===== config.mk =====
export PLATFORM = sky130hd
export DESIGN_NAME = input_debounce
export DESIGN_NICKNAME = d
export VERILOG_FILES = /design/src/rtl/input_debounce.sv
export SDC_FILE = /design/constraint.sdc
export NUM_CORES = 1
export LEC_CHECK = 0
export ABC_CLOCK_PERIOD_IN_PS = 2700
export CAP_MARGIN = 0
export CORE_MARGIN = 2
export CORE_UTILIZATION = 30
export CTS_BUF_LIST = sky130_fd_sc_hd__clkbuf_8
export CTS_CLUSTER_DIAMETER = 40
export DETAILED_ROUTE_END_ITERATION = 10
export PLACE_DENSITY = 0.42
export SETUP_SLACK_MARGIN = 0.5
export SYNTH_ARGS = -nofsm -noshare
export SYNTH_HDL_FRONTEND = slang
export SYNTH_SLANG_ARGS = --single-unit
export TNS_END_PERCENT = 10

===== constraint.sdc =====
create_clock -name I_CLK_100MHZ -period 2.7 [get_ports I_CLK_100MHZ]
set_input_delay 0.81 -clock I_CLK_100MHZ [delete_from_list [all_inputs] [get_ports I_CLK_100MHZ]]
set_output_delay 0.81 -clock I_CLK_100MHZ [all_outputs]
set_load 0.1 [all_outputs]

===== src/rtl/input_debounce.sv =====
// input_debounce: per-channel 2-flop synchronizer, debounce counter and
// stable-level tracker with registered one-cycle rise/fall pulses.
// Optional build macro INPUT_DEBOUNCE_BYPASS_EN removes the counters and
// follows the synchronized input directly (3-edge latency).
module input_debounce #(
  parameter int P_WIDTH     = 8,
  parameter int P_DB_CYCLES = 1000000
) (
  input  logic               I_CLK_100MHZ,
  input  logic               I_RST_N,
  input  logic [P_WIDTH-1:0] I_RAW,
  output logic [P_WIDTH-1:0] O_LEVEL,
  output logic [P_WIDTH-1:0] O_RISE,
  output logic [P_WIDTH-1:0] O_FALL,
  output logic               O_ANY_RISE
);

  if (P_DB_CYCLES < 2) begin : g_param_check
    $error("input_debounce: P_DB_CYCLES must be >= 2");
  end

  logic [P_WIDTH-1:0] s1_q, s2_q;
  logic [P_WIDTH-1:0] rise_q, fall_q;
  logic [P_WIDTH-1:0] rise_d, fall_d;
  logic               any_rise_q;

  // Two-flop synchronizer on every raw pin
  always_ff @(posedge I_CLK_100MHZ or negedge I_RST_N) begin
    if (!I_RST_N) begin
      s1_q <= '0;
      s2_q <= '0;
    end else begin
      s1_q <= I_RAW;
      s2_q <= s1_q;
    end
  end

`ifdef INPUT_DEBOUNCE_BYPASS_EN

  logic [P_WIDTH-1:0] level_q;

  // Edge detect on the synchronized input against its registered copy
  always_comb begin
    rise_d = s2_q & ~level_q;
    fall_d = ~s2_q & level_q;
  end

  // Registered level follows s2 one edge later
  always_ff @(posedge I_CLK_100MHZ or negedge I_RST_N) begin
    if (!I_RST_N) begin
      level_q <= '0;
    end else begin
      level_q <= s2_q;
    end
  end

  assign O_LEVEL = level_q;

`else

  localparam int P_CNT_W = $clog2(P_DB_CYCLES);
  localparam logic [P_CNT_W-1:0] CNT_LAST = P_CNT_W'(P_DB_CYCLES - 1);

  // State encodes {stable level, pending}
  typedef enum logic [1:0] {
    S_LO_STABLE = 2'b00,
    S_LO_PEND   = 2'b01,
    S_HI_STABLE = 2'b10,
    S_HI_PEND   = 2'b11
  } state_e;

  state_e             state_q [P_WIDTH];
  state_e             state_d [P_WIDTH];
  logic [P_CNT_W-1:0] cnt_q   [P_WIDTH];
  logic [P_CNT_W-1:0] cnt_d   [P_WIDTH];
  logic [P_WIDTH-1:0] lvl_cur, pend_cur, lvl_d;

  // Unpack state fields per channel
  always_comb begin
    lvl_cur  = '0;
    pend_cur = '0;
    for (int unsigned i = 0; i < P_WIDTH; i++) begin
      lvl_cur[i]  = state_q[i][1];
      pend_cur[i] = state_q[i][0];
    end
  end

  // Next state, counter and pulses. The pending bit is computed from s1
  // (the next s2) so it always equals s2 != level in the current cycle;
  // that keeps acceptance at k+1+P_DB_CYCLES and makes the "s2 still
  // differs" acceptance condition implicit in being pending.
  always_comb begin
    rise_d = '0;
    fall_d = '0;
    lvl_d  = lvl_cur;
    for (int unsigned i = 0; i < P_WIDTH; i++) begin
      cnt_d[i]   = '0;
      state_d[i] = state_q[i];
      if (pend_cur[i]) begin
        if (cnt_q[i] == CNT_LAST) begin
          lvl_d[i]  = s2_q[i];
          rise_d[i] = s2_q[i];
          fall_d[i] = ~s2_q[i];
        end else begin
          cnt_d[i] = cnt_q[i] + P_CNT_W'(1);
        end
      end
      state_d[i] = state_e'({lvl_d[i], s1_q[i] != lvl_d[i]});
    end
  end

  // Per-channel state and counter registers
  always_ff @(posedge I_CLK_100MHZ or negedge I_RST_N) begin
    if (!I_RST_N) begin
      for (int unsigned i = 0; i < P_WIDTH; i++) begin
        state_q[i] <= S_LO_STABLE;
        cnt_q[i]   <= '0;
      end
    end else begin
      for (int unsigned i = 0; i < P_WIDTH; i++) begin
        state_q[i] <= state_d[i];
        cnt_q[i]   <= cnt_d[i];
      end
    end
  end

  assign O_LEVEL = lvl_cur;

`endif

  // Registered one-cycle pulses and their OR-reduction
  always_ff @(posedge I_CLK_100MHZ or negedge I_RST_N) begin
    if (!I_RST_N) begin
      rise_q     <= '0;
      fall_q     <= '0;
      any_rise_q <= 1'b0;
    end else begin
      rise_q     <= rise_d;
      fall_q     <= fall_d;
      any_rise_q <= |rise_d;
    end
  end

  assign O_RISE     = rise_q;
  assign O_FALL     = fall_q;
  assign O_ANY_RISE = any_rise_q;

endmodule


Yosys cells after proc, flatten, opt, wreduce, memory -nomap -nowiden:

Cells that the tools add are included.

* input bits: 10
* flip-flop bits (word level): 209
* output and inout port bits: 25

* reductions and logical operators: 1
* bitwise gates (word level): 8
* add/sub/neg operators: 8
* multiplexer cells: 64
* equality and inequality tests: 16

Operator list (number)
* 20-bit two-way mux: 16
* 20-bit by 1-bit adder with 20-bit output (second input constant): 8
* 20-bit == test (second input constant): 8
* 1-bit two-way mux: 48
* 1-bit != test: 8
* 1-bit NOT: 8
* 8-bit OR reduction: 1

Depth between registers and ports, before layout:

* depth after elaboration: 4
* gate-level depth with buffers: 8

Least setup slack after synthesis:

Ideal clock, no wire load.

* kind: reg2reg
* from: reg cnt_q[130] (netlist name)
* to: reg state_q (netlist bit pend_cur[1])
* clock period less this slack: 1892 ps
* stages on the path, launching flop included: 6
* arrival time: 1769 ps
* setup time: 123 ps
* path slack: 808 ps
* path buffers: 0
* cell sequence: dfrtp_1 > or4_1 > nor3_1 > and3_1 > mux2_2 > xor2_1

RTL lines
* start, declared: RTL line 74 `logic [P_CNT_W-1:0] cnt_q [P_WIDTH];`
* start signal, assigned by index: RTL line 122 `cnt_q[i] <= cnt_d[i];`
* end signal, assigned by index: RTL line 121 `state_q[i] <= state_d[i];`
* end, declared: RTL line 72 `state_e state_q [P_WIDTH];`

==> flow_metrics.env <==
export IMPL_vdd_ir_drop_max_mv=0.313
export IMPL_core_area_um2=30700
export IMPL_horiz_die_dim_um=181
export IMPL_cp_data_arrival_time_ns=2.49
export IMPL_gpl_final_weighted_congestion=0.715
export IMPL_synth_area_leaders="sky130_fd_sc_hd__dfrtp_1, sky130_fd_sc_hd__nor2_1, sky130_fd_sc_hd__xnor2_1, sky130_fd_sc_hd__xor2_1, sky130_fd_sc_hd__nand3_1"
export IMPL_first_pass_grt_wire_length_um=32900
export IMPL_setup_total_negative_slack_ns=0
export IMPL_clock_tree_buffer_depth=3
export IMPL_hold_viol_final=0
export IMPL_async_flop_share_pct=100
export IMPL_detail_route_iter0_violations=301
export IMPL_reg2reg_slack_ns=0.63
export IMPL_min_period_ns=2.07
export IMPL_worst_path_largest_cell_delay_ns=0.56
export IMPL_cts_inserted_buffers=43
export IMPL_core_rowCount=64
export IMPL_synth_top_flop_cell="sky130_fd_sc_hd__dfrtp_1"
export IMPL_synth_enable_flop_cells=0
export IMPL_critical_path_n_buffers_inverters=1
export IMPL_first_global_vias=6568
export IMPL_htree_num_levels=2
export IMPL_detail_route_wirelength_um=18700
export IMPL_synth_largest_area_cell="sky130_fd_sc_hd__dfrtp_1"
export IMPL_tightest_slew_ns=0.639
export IMPL_clock_latency_ns=0.53
export IMPL_drc_violations=0
export IMPL_detail_route_first_pass_iterations=4
export IMPL_crit_chain="or4_4 -> nor4_4 -> nand2_1 -> nand2_1 -> buf_4 -> nor2_1"
export IMPL_clock_sink_count=209
export IMPL_area_growth_synth_to_final_pct=19.0
export IMPL_p_leak_nw=4.82
export IMPL_timing_setup_critical_path_class="reg2reg"
export IMPL_hpwl_um=12300
export IMPL_post_layout_instance_area_um2=11100
export IMPL_cp_top_family="simple AND/OR/NAND/NOR gates"
export IMPL_grt_max_degree=66
export IMPL_final_max_slew_violation_count=0
export IMPL_finalNetCount=970
export IMPL_pwr_density_cell_nw_per_um2=625
export IMPL_maxUsedRoutingLayer="met4"
export IMPL_worst_slew_margin_rel_pct=57.0
export IMPL_cell_internal_pwr_mw=5.43
export IMPL_synthesis_yosys_warnings=0
export IMPL_share_of_cells_above_drive_strength_1_pct=13.8
export IMPL_clock_power_share_pct=51.0
export IMPL_mappedNetlistNets=893
export IMPL_via_per_inst=4.52
export IMPL_number_of_port_buffers=34
export IMPL_result_of_the_run="finished clean"
export IMPL_r2r_end="cnt_q[50]"
export IMPL_utilization_pct=36.3
export IMPL_finalSetupViolations=0
export IMPL_worst_setup_hold_path_clk_slew_ns=0.06
export IMPL_postPlaceCellArea_um2=10200
export IMPL_floorplan_initialDensity_pct=30.5
export IMPL_cts_root_buf="sky130_fd_sc_hd__clkbuf_8"
export IMPL_worst_ep_required_time_ns=3.11
export IMPL_routedLengthMet1_um=9330
export IMPL_synthesis_area_um2=9350
export IMPL_critical_path_slowest_cell="sky130_fd_sc_hd__or4_4"
export IMPL_multi_input_area_um2=3990
export IMPL_vias=6224
export IMPL_worstSetupStartpointType="flip-flop"
export IMPL_seqPwrFrac_pct=46.4
export IMPL_worst_clock_skew_ns=0.0135
export IMPL_sw_frac_of_total_pct=22.0
export IMPL_crit_path_end_kind="flip-flop"
export IMPL_die_area_um2=32600
export IMPL_netSwitchingPower_mw=1.53
export IMPL_max_clock_freq_mhz=482
export IMPL_maxCapViolations=0
export IMPL_p_comb_share_pct=2.6
export IMPL_distinct_cells_synth=44
export IMPL_critPathMostFrequentCell="sky130_fd_sc_hd__nand2_1"
export IMPL_syn_avg_cell_area_um2=10.7
export IMPL_sequential_cell_area_um2=5230
export IMPL_crit_fanout=9
export IMPL_antenna_violations_before_repair=0
export IMPL_fillCellCount=3060
export IMPL_synth_commonest_cells="sky130_fd_sc_hd__dfrtp_1, sky130_fd_sc_hd__nor2_1, sky130_fd_sc_hd__xnor2_1"
export IMPL_synth_ff_latch_count=209
export IMPL_mean_routed_wirelength_per_cell_um=13.5
export IMPL_ant_nets=0
export IMPL_finalCritPeriodShare_pct=76.8
export IMPL_reg2reg_from="cnt_q[55]"
export IMPL_seq_area_frac_synth_pct=55.9
export IMPL_cts_tree="yes"
export IMPL_globalRoute_totalOverflow=0
export IMPL_synth_largest_type_area_fraction_pct=55.9
export IMPL_post_cts_setup_buffer_count=0
export IMPL_n_antenna_cell=0
export IMPL_worstHoldPathType="in2async"
export IMPL_met3RoutedLength_um=832
export IMPL_unrepaired_setup_endpoints_after_global_routing="yes"
export IMPL_ios=35
export IMPL_reg2regPathDepth=6
export IMPL_groute_usage_overall_pct=12.0
export IMPL_netlist_instances=875
export IMPL_synthMostInstantiatedCell="sky130_fd_sc_hd__dfrtp_1"
export IMPL_die_h_um=181
export IMPL_routed_wl_met2_um=8020
## registers in the layout, indices dropped and copies added, names as in the netlist
| register | cells |
|---|---|
| s2_q | 8 |
| cnt_q | 160 |
| O_FALL | 8 |
| s1_q | 8 |
| pend_cur | 8 |
| O_LEVEL | 8 |
| O_ANY_RISE | 1 |
| O_RISE | 8 |
## final cells by class
type,instances,area share [%]
multi-input cells,634,35.9
inverters,21,0.708
well taps,396,4.45
repair buffers,43,3.60
flip-flops and latches,209,47.0
clock buffers,51,6.31
clock inverters,23,2.07
## metrics by stage
step           power, mW  std cells  setup WS [ns]  hold slack (ns)
2_1_floorplan       3.34        875          0.808            0.372
3_3_place_gp        3.47       1303          0.471            0.376
3_5_place_dp        3.47       1303          0.435            0.379
4_1_cts             7.14       1377          0.545            0.240
5_1_grt             7.31       1377          0.450            0.271
6_report            6.96       1377          0.626            0.250
## power by group through the flow
stage	Sequential [mW]	Clock, mW	Combinational (mW)
after floorplan	3.27	0	0.0731
after global placement	3.28	0	0.194
after detailed placement	3.28	0	0.191
after CTS	3.23	3.72	0.192
after global routing	3.23	3.86	0.215
final	3.23	3.55	0.181
## how the worst max path moves through the flow
| stage | slack [ns] | end | cells after the start | start |
|---|---|---|---|---|
| floorplan | 0.81 | pend_cur[1] | 5 | cnt_q[130] |
| finish | 0.63 | cnt_q[50] | 6 | cnt_q[55] |
| CTS | 0.55 | cnt_q[62] | 5 | cnt_q[72] |
| global route | 0.45 | cnt_q[111] | 5 | cnt_q[106] |
| global placement | 0.47 | O_ANY_RISE | 5 | cnt_q[63] |
| detailed placement | 0.44 | O_ANY_RISE | 6 | cnt_q[20] |
## cells in the final DEF, fill, tap and decap left out, drive strengths merged, types with 7 or more instances in the layout
master	n
dfrtp	209
nor2	189
xnor2	79
xor2	72
nand3	58
nand2	53
clkbuf	51
nand4	35
buf	35
inv	32
and3	22
nor3	21
and2	18
nor4	18
and4	14
ha	8
clkdlybuf4s50	8
or4	8
clkinv	7
## repair_timing
action                                  CTS  global route
hold buffers                              0             0
endpoints found under the setup margin    1            55
gates resized for setup                   1             1
## per-layer routing
layer | track usage [%] | up-vias
li1 | - | 3105
met1 | 16.8 | 2983
met2 | 18.1 | 92
met3 | 2.91 | 44
met4 | 4.23 | 0
met5 | 0 | -
## worst register-to-register path: stages (launching register included)
cell                      delay [ns]
sky130_fd_sc_hd__dfrtp_1        0.41
sky130_fd_sc_hd__or4_4          0.56
sky130_fd_sc_hd__nor4_4         0.29
sky130_fd_sc_hd__nand2_1        0.11
sky130_fd_sc_hd__nand2_1        0.28
sky130_fd_sc_hd__buf_4          0.24
sky130_fd_sc_hd__nor2_1         0.06
## kinds of logic after synthesis
kind of cell	after synthesis	synth area share (%)
XOR/XNOR	151	14.4
AND/OR/NAND/NOR	463	26.0
buffers and inverters	32	1.47
AO/OA/AOI/OAI	10	0.936
flip-flops	209	55.9
adder cells (fa/ha/maj)	8	1.07
multiplexers	2	0.241
No activity file was read; power rests on OpenSTA's default activity.
